`config.mk`:
```
export PLATFORM = sky130hd
export DESIGN_NAME = fetch_pc_ctrl
export DESIGN_NICKNAME = d
export VERILOG_FILES = /design/src/rtl/fetch_pkg.sv /design/src/rtl/fetch_pc_ctrl_pc.sv /design/src/rtl/fetch_pc_ctrl.sv
export SDC_FILE = /design/constraint.sdc
export NUM_CORES = 1
export LEC_CHECK = 0
export CAP_MARGIN = 20
export CORE_UTILIZATION = 40
export CTS_BUF_LIST = sky130_fd_sc_hd__clkbuf_16
export DETAILED_ROUTE_END_ITERATION = 10
export GPL_TIMING_DRIVEN = 0
export PLACE_DENSITY = 0.81
export SLEW_MARGIN = 10
export SYNTH_ARGS = -nofsm -noshare
export SYNTH_HDL_FRONTEND = slang
export SYNTH_SLANG_ARGS = --single-unit
```
`constraint.sdc`:
```
create_clock -name clk -period 2.6 [get_ports clk]
set_input_delay 0.52 -clock clk [delete_from_list [all_inputs] [get_ports clk]]
set_output_delay 0.52 -clock clk [all_outputs]
set_load 0.02 [all_outputs]
```
`src/rtl/fetch_pkg.sv`:
```
// Shared types and constants for the fetch-stage PC sequencer.
package fetch_pkg;

  typedef enum logic [1:0] {
    IDLE  = 2'd0,
    FETCH = 2'd1,
    FULL  = 2'd2
  } state_t;

  localparam logic [31:0] PC_STEP = 32'd4;

  // Redirect sources, ordered so that a larger code wins.
  typedef enum logic [1:0] {
    REDIR_NONE   = 2'd0,
    REDIR_BRANCH = 2'd1,
    REDIR_MRET   = 2'd2,
    REDIR_TRAP   = 2'd3
  } redir_src_t;

  // Priority trap > mret > branch.
  function automatic redir_src_t redir_pick(input logic trap, input logic mret,
                                            input logic branch);
    if (trap)        return REDIR_TRAP;
    else if (mret)   return REDIR_MRET;
    else if (branch) return REDIR_BRANCH;
    else             return REDIR_NONE;
  endfunction

  // Instruction fetches are word aligned.
  function automatic logic [31:0] align_word(input logic [31:0] addr);
    return {addr[31:2], 2'b00};
  endfunction

endpackage

```
`src/rtl/fetch_pc_ctrl_pc.sv`:
```
// Architectural PC register; the reset address is the boot PC.
module program_counter #(
  parameter logic [31:0] RESET_ADDR = 32'h0000_0000
) (
  input  logic        clk,
  input  logic        rst_n,
  input  logic [31:0] data_in,
  output logic [31:0] pc
);

  // Load the next-PC value every cycle; holding is done by feeding pc back.
  always_ff @(posedge clk or negedge rst_n) begin
    if (!rst_n) pc <= RESET_ADDR;
    else        pc <= data_in;
  end

endmodule

```
`src/rtl/fetch_pc_ctrl.sv`:
```
// Fetch-stage sequencer: owns the PC, runs the I-memory req/ack handshake,
// buffers one instruction toward decode and kills fetches made stale by redirects.
module fetch_pc_ctrl #(
  parameter int unsigned MAX_WAIT = 0
) (
  input  logic        clk,
  input  logic        rst_n,
  input  logic        branch_taken,
  input  logic [31:0] branch_target,
  input  logic        trap_valid,
  input  logic [31:0] trap_vector,
  input  logic        mret_valid,
  input  logic [31:0] mepc,
  output logic        imem_req,
  output logic [31:0] imem_addr,
  input  logic        imem_ack,
  input  logic [31:0] imem_rdata,
  output logic        if_valid,
  output logic [31:0] if_pc,
  output logic [31:0] if_instr,
  input  logic        if_ready,
  output logic [31:0] pc_current,
  output logic        fetch_err
);
  import fetch_pkg::*;

  localparam bit          TIMEOUT_EN = (MAX_WAIT != 0);
  localparam logic [7:0]  WAIT_LAST  = (MAX_WAIT == 0) ? 8'd0 : 8'(MAX_WAIT - 1);

  state_t      state;
  redir_src_t  redir_src;
  logic        redir;
  logic [31:0] redir_raw;
  logic [31:0] redir_target;
  logic [31:0] pc;
  logic [31:0] pc_next;
  logic [31:0] req_addr;
  logic        req_hold;
  logic        kill;
  logic        capture;
  logic        timeout;
  logic [7:0]  wait_cnt;

  // Pick the winning redirect and align its target.
  always_comb begin
    redir_src = redir_pick(trap_valid, mret_valid, branch_taken);
    redir     = (redir_src != REDIR_NONE);
    case (redir_src)
      REDIR_TRAP:   redir_raw = trap_vector;
      REDIR_MRET:   redir_raw = mepc;
      REDIR_BRANCH: redir_raw = branch_target;
      default:      redir_raw = '0;
    endcase
    redir_target = align_word(redir_raw);
  end

  // Next-PC mux: redirect beats sequential advance on a good capture.
  always_comb begin
    capture = (state == FETCH) && imem_req && imem_ack && !kill && !redir;
    timeout = TIMEOUT_EN && (state == FETCH) && imem_req && !imem_ack &&
              (wait_cnt == WAIT_LAST);
    pc_next = pc;
    if (redir)        pc_next = redir_target;
    else if (capture) pc_next = pc + PC_STEP;
  end

  program_counter #(.RESET_ADDR(32'h0000_0000)) u_pc (
    .clk     (clk),
    .rst_n   (rst_n),
    .data_in (pc_next),
    .pc      (pc)
  );

  // The pc register moves to a redirect target at once, so an outstanding
  // request presents the address latched on its first cycle instead.
  assign imem_addr  = req_hold ? req_addr : pc;
  assign pc_current = pc;

  // Fetch FSM with registered handshake, buffer and error outputs.
  always_ff @(posedge clk or negedge rst_n) begin
    if (!rst_n) begin
      state     <= IDLE;
      imem_req  <= 1'b0;
      req_hold  <= 1'b0;
      req_addr  <= '0;
      kill      <= 1'b0;
      wait_cnt  <= '0;
      if_valid  <= 1'b0;
      if_pc     <= '0;
      if_instr  <= '0;
      fetch_err <= 1'b0;
    end else begin
      fetch_err <= 1'b0;
      case (state)
        IDLE: begin
          state    <= FETCH;
          imem_req <= 1'b1;
          req_hold <= 1'b0;
        end
        FETCH: begin
          if (!imem_req) begin
            // One idle cycle after a timeout; re-issue from pc next cycle.
            imem_req <= 1'b1;
          end else if (imem_ack) begin
            wait_cnt <= '0;
            req_hold <= 1'b0;
            kill     <= 1'b0;
            if (!kill && !redir) begin
              if_instr <= imem_rdata;
              if_pc    <= pc;
              if_valid <= 1'b1;
              imem_req <= 1'b0;
              state    <= FULL;
            end
          end else if (timeout) begin
            // Abandon the request; pc still names the address to fetch.
            wait_cnt  <= '0;
            fetch_err <= 1'b1;
            imem_req  <= 1'b0;
            req_hold  <= 1'b0;
            kill      <= 1'b0;
          end else begin
            if (TIMEOUT_EN) wait_cnt <= wait_cnt + 8'd1;
            if (!req_hold) begin
              req_addr <= pc;
              req_hold <= 1'b1;
            end
            if (redir) kill <= 1'b1;
          end
        end
        FULL: begin
          if (redir || if_ready) begin
            if_valid <= 1'b0;
            imem_req <= 1'b1;
            state    <= FETCH;
          end
        end
        default: begin
          state    <= IDLE;
          imem_req <= 1'b0;
        end
      endcase
    end
  end

endmodule
```
==> impl_metrics.yaml <==
clock_network:
  cts_max_level: 4
  clkSinkCount: 130
  clk_latency_ns: 0.41
  cts_tree: "done"
  cts-root-buf: "clkbuf_16"
  cts_buffers: 17
  clk_pin_slew_ns: 0.05
  clockBufferDepth: 2
yosys:
  synth_edf_count: 0
  yosys.area.top_type_share_pct: 50.1
  syn-cell-area_um2: 6500
  synthFlopType: "dfrtp_1"
  yosys.cell_types.count: 59
  syn_inst: 714
  yosysTopAreaCell: "dfrtp_1"
  synth_area_leaders: "dfrtp_1 50%, nand2_1 13%, mux2_2 9.4%"
  ys_seq_elements: 130
  yosys_warnings: 0
  seq_area_frac_synth_pct: 50.1
  synth-async-reset-ratio_pct: 100
  syn_avg_cell_area_um2: 9.10
timing:
  drv_slew: 0
  rsz0062_at_grt: "yes"
  slew_headroom_pct: 48.5
  final-setup-viol-count: 0
  fin_crit_ns: 2.49
  finalCritPeriodShare_pct: 95.9
  skew_ns: 0.00643
  whs_ns: 0.0621
  finalHoldViolCount: 0
  fmaxAchievable_mhz: 401
  tns_ns: 0
  worst_slew_pin_slew_ns: 0.766
critical_path:
  setup.worst_path.class: "flop to primary output"
  start_kind: "flop"
  crit_fanout: 10
  worstPathRequired_ns: 2.08
  cp.arrival_ns: 1.97
  r2r_slack_ns: 0.14
  cp-end-kind: "primary output"
floorplanning:
  die-area_um2: 16800
  die_w_um: 129
  start_util_pct: 40.9
  io_pins: 266
  rows: 46
  core_um2: 15900
  die_h_um: 129
drt:
  ant_nets: 0
  routedWlPerCell_um: 18.6
  drt_pass1_iterations: 5
  drc: 0
  routed_wl_um: 22700
  drt_iter0_drc: 439
  via_per_inst: 5.35
  vias: 6520
final_layout:
  area_growth_syn_to_layout_pct: 52.5
  layout_commonest_cell: "clkdlybuf4s50_1"
  n_antenna_cell: 0
  fillCellCount: 1352
  multi_input_area_um2: 3000
  drive_gt1_share_pct: 11.9
  register_area_um2: 3250
  layout_common_cells: "249 x clkdlybuf4s50_1, 217 x nand2_1, 130 x dfrtp_1"
  final_nets: 1127
  fin_util_pct: 62.4
min_path:
  hold_class: "primary input to async pin"
power:
  power.leakage_uw: 0.00429
  power.density_nw_per_um2: 810
  vdd_drop_max_uv: 435
grt:
  track_usage_pct: 27.3
  grt_max_degree: 75
  antenna_found_initial: 0
  grt_pass1_vias: 6168
  globalRouteOverflowTotal: 0
  grt_pass1_wl_um: 33900
placed_design:
  hpwl_um: 16600
  place_congestion: 0.870
  numPortBuffers: 252
status:
  outcome: "completed"
flow_run:
  drv_cap: 0
final cells by class:
class / count / area share, %
repair buffers: 254 / 25.9
plain buffers: 49 / 2.44
well taps: 216 / 2.73
multi-input cells: 530 / 30.3
clock inverters: 13 / 1.24
inverters: 9 / 0.341
flip-flops and latches: 130 / 32.8
clock buffers: 17 / 4.29
layer usage:
layer	vias up	routed length, um	global-route usage, %
met5	-	0	0
met4	0	840	14.0
met3	63	2030	7.80
met2	347	10600	43.8
met1	3094	9250	33.7
li1	3016	-	-
where the power goes:
part | internal, uW | total [uW] | switching, uW
combinational | 1430 | 2870 | 1440
sequential | 2550 | 2920 | 367
clock | 1380 | 2240 | 859
total | 5360 | 8030 | 2660
state kept, by name, summed over array words and instances (netlist names):
signal    cells
if_instr     32
u_pc.pc      30
kill          1
imem_req      1
req_addr     32
if_valid      1
if_pc        30
req_hold      1
state         2
path summary, 6_finish.rpt:
kind / from / end / cells after the start
min in group clk: if_instr[11]$_DFFE_PN0P_ / if_instr[11]$_DFFE_PN0P_ / 2
worst min-delay path: rst_n / if_pc[14]$_DFFE_PN0P_ / 1
max in group asynchronous: rst_n / if_valid$_DFFE_PN0P_ / 2
worst max register to register: u_pc.pc[2]$_DFFE_PN0P_ / u_pc.pc[24]$_DFFE_PN0P_ / 6
worst max-delay path: req_hold$_DFFE_PN0P_ / imem_addr[17] / 3
worst min register to register: if_instr[11]$_DFFE_PN0P_ / if_instr[11]$_DFFE_PN0P_ / 2
worst max-delay path, stage by stage, from the launching register on:
cell and delay, ns:
dfrtp_1 0.38, buf_4 0.24, mux2_2 0.38, clkdlybuf4s50_1 0.55
kinds of logic (layout without fill, tap and decap cells):
| kind of cell | after synthesis | count (layout) | synth area share (%) |
|---|---|---|---|
| and+or+nand+nor | 317 | 317 | 21.4 |
| AOI/OAI and AO/OA | 149 | 149 | 14.4 |
| DFF | 130 | 130 | 50.1 |
| buffers and inverters | 58 | 342 | 4.02 |
| muxes | 55 | 55 | 9.51 |
| xor gates and xnor gates | 3 | 3 | 0.404 |
| adders and majority gates | 1 | 1 | 0.192 |
| other | 1 | 5 | 0.0577 |
per-stage QoR:
step / area, um2 / instances / power [uW] / setup WS, ns
floorplan: 6510 / 718 / 4280 / 0.530
global placement: 9310 / 1186 / 5730 / -4.25
detailed placement: 9340 / 1187 / 5810 / -0.532
CTS: 9900 / 1218 / 8080 / 0.0212
global route: 9910 / 1218 / 8410 / -0.0149
finish: 9910 / 1218 / 8030 / 0.107
synthesized netlist by cell type, types with 2 or more instances:
| cell type | count |
|---|---|
| nor3_1 | 13 |
| o31ai_1 | 3 |
| buf_4 | 5 |
| xnor2_1 | 3 |
| clkbuf_1 | 25 |
| a211oi_1 | 6 |
| a22o_1 | 2 |
| or3_1 | 3 |
| nor2_1 | 31 |
| nor3b_1 | 2 |
| o211a_1 | 2 |
| o21ai_0 | 39 |
| dfrtp_1 | 130 |
| a21oi_1 | 37 |
| nand3_1 | 12 |
| nand2_1 | 217 |
| o211ai_1 | 2 |
| buf_1 | 4 |
| o221ai_1 | 3 |
| buf_2 | 14 |
| a221o_1 | 3 |
| o21a_1 | 2 |
| mux2_2 | 54 |
| nand4_1 | 6 |
| a21o_1 | 5 |
| a311oi_1 | 4 |
| o311a_1 | 2 |
| o2bb2ai_1 | 4 |
| nor2b_1 | 4 |
| nand2b_1 | 3 |
| and2_1 | 4 |
| and4_1 | 3 |
| inv_1 | 8 |
| and3_1 | 4 |
| o22ai_1 | 26 |
| a21boi_0 | 3 |
| nor4_1 | 4 |
repair_timing:
item                                    CTS  global route
endpoints found under the setup margin   90            12
pin swaps                                 1             0
resized for setup                         6             6
hold buffers                              0             0
setup buffers                             1             0
Power figures use the tool's default switching activity.
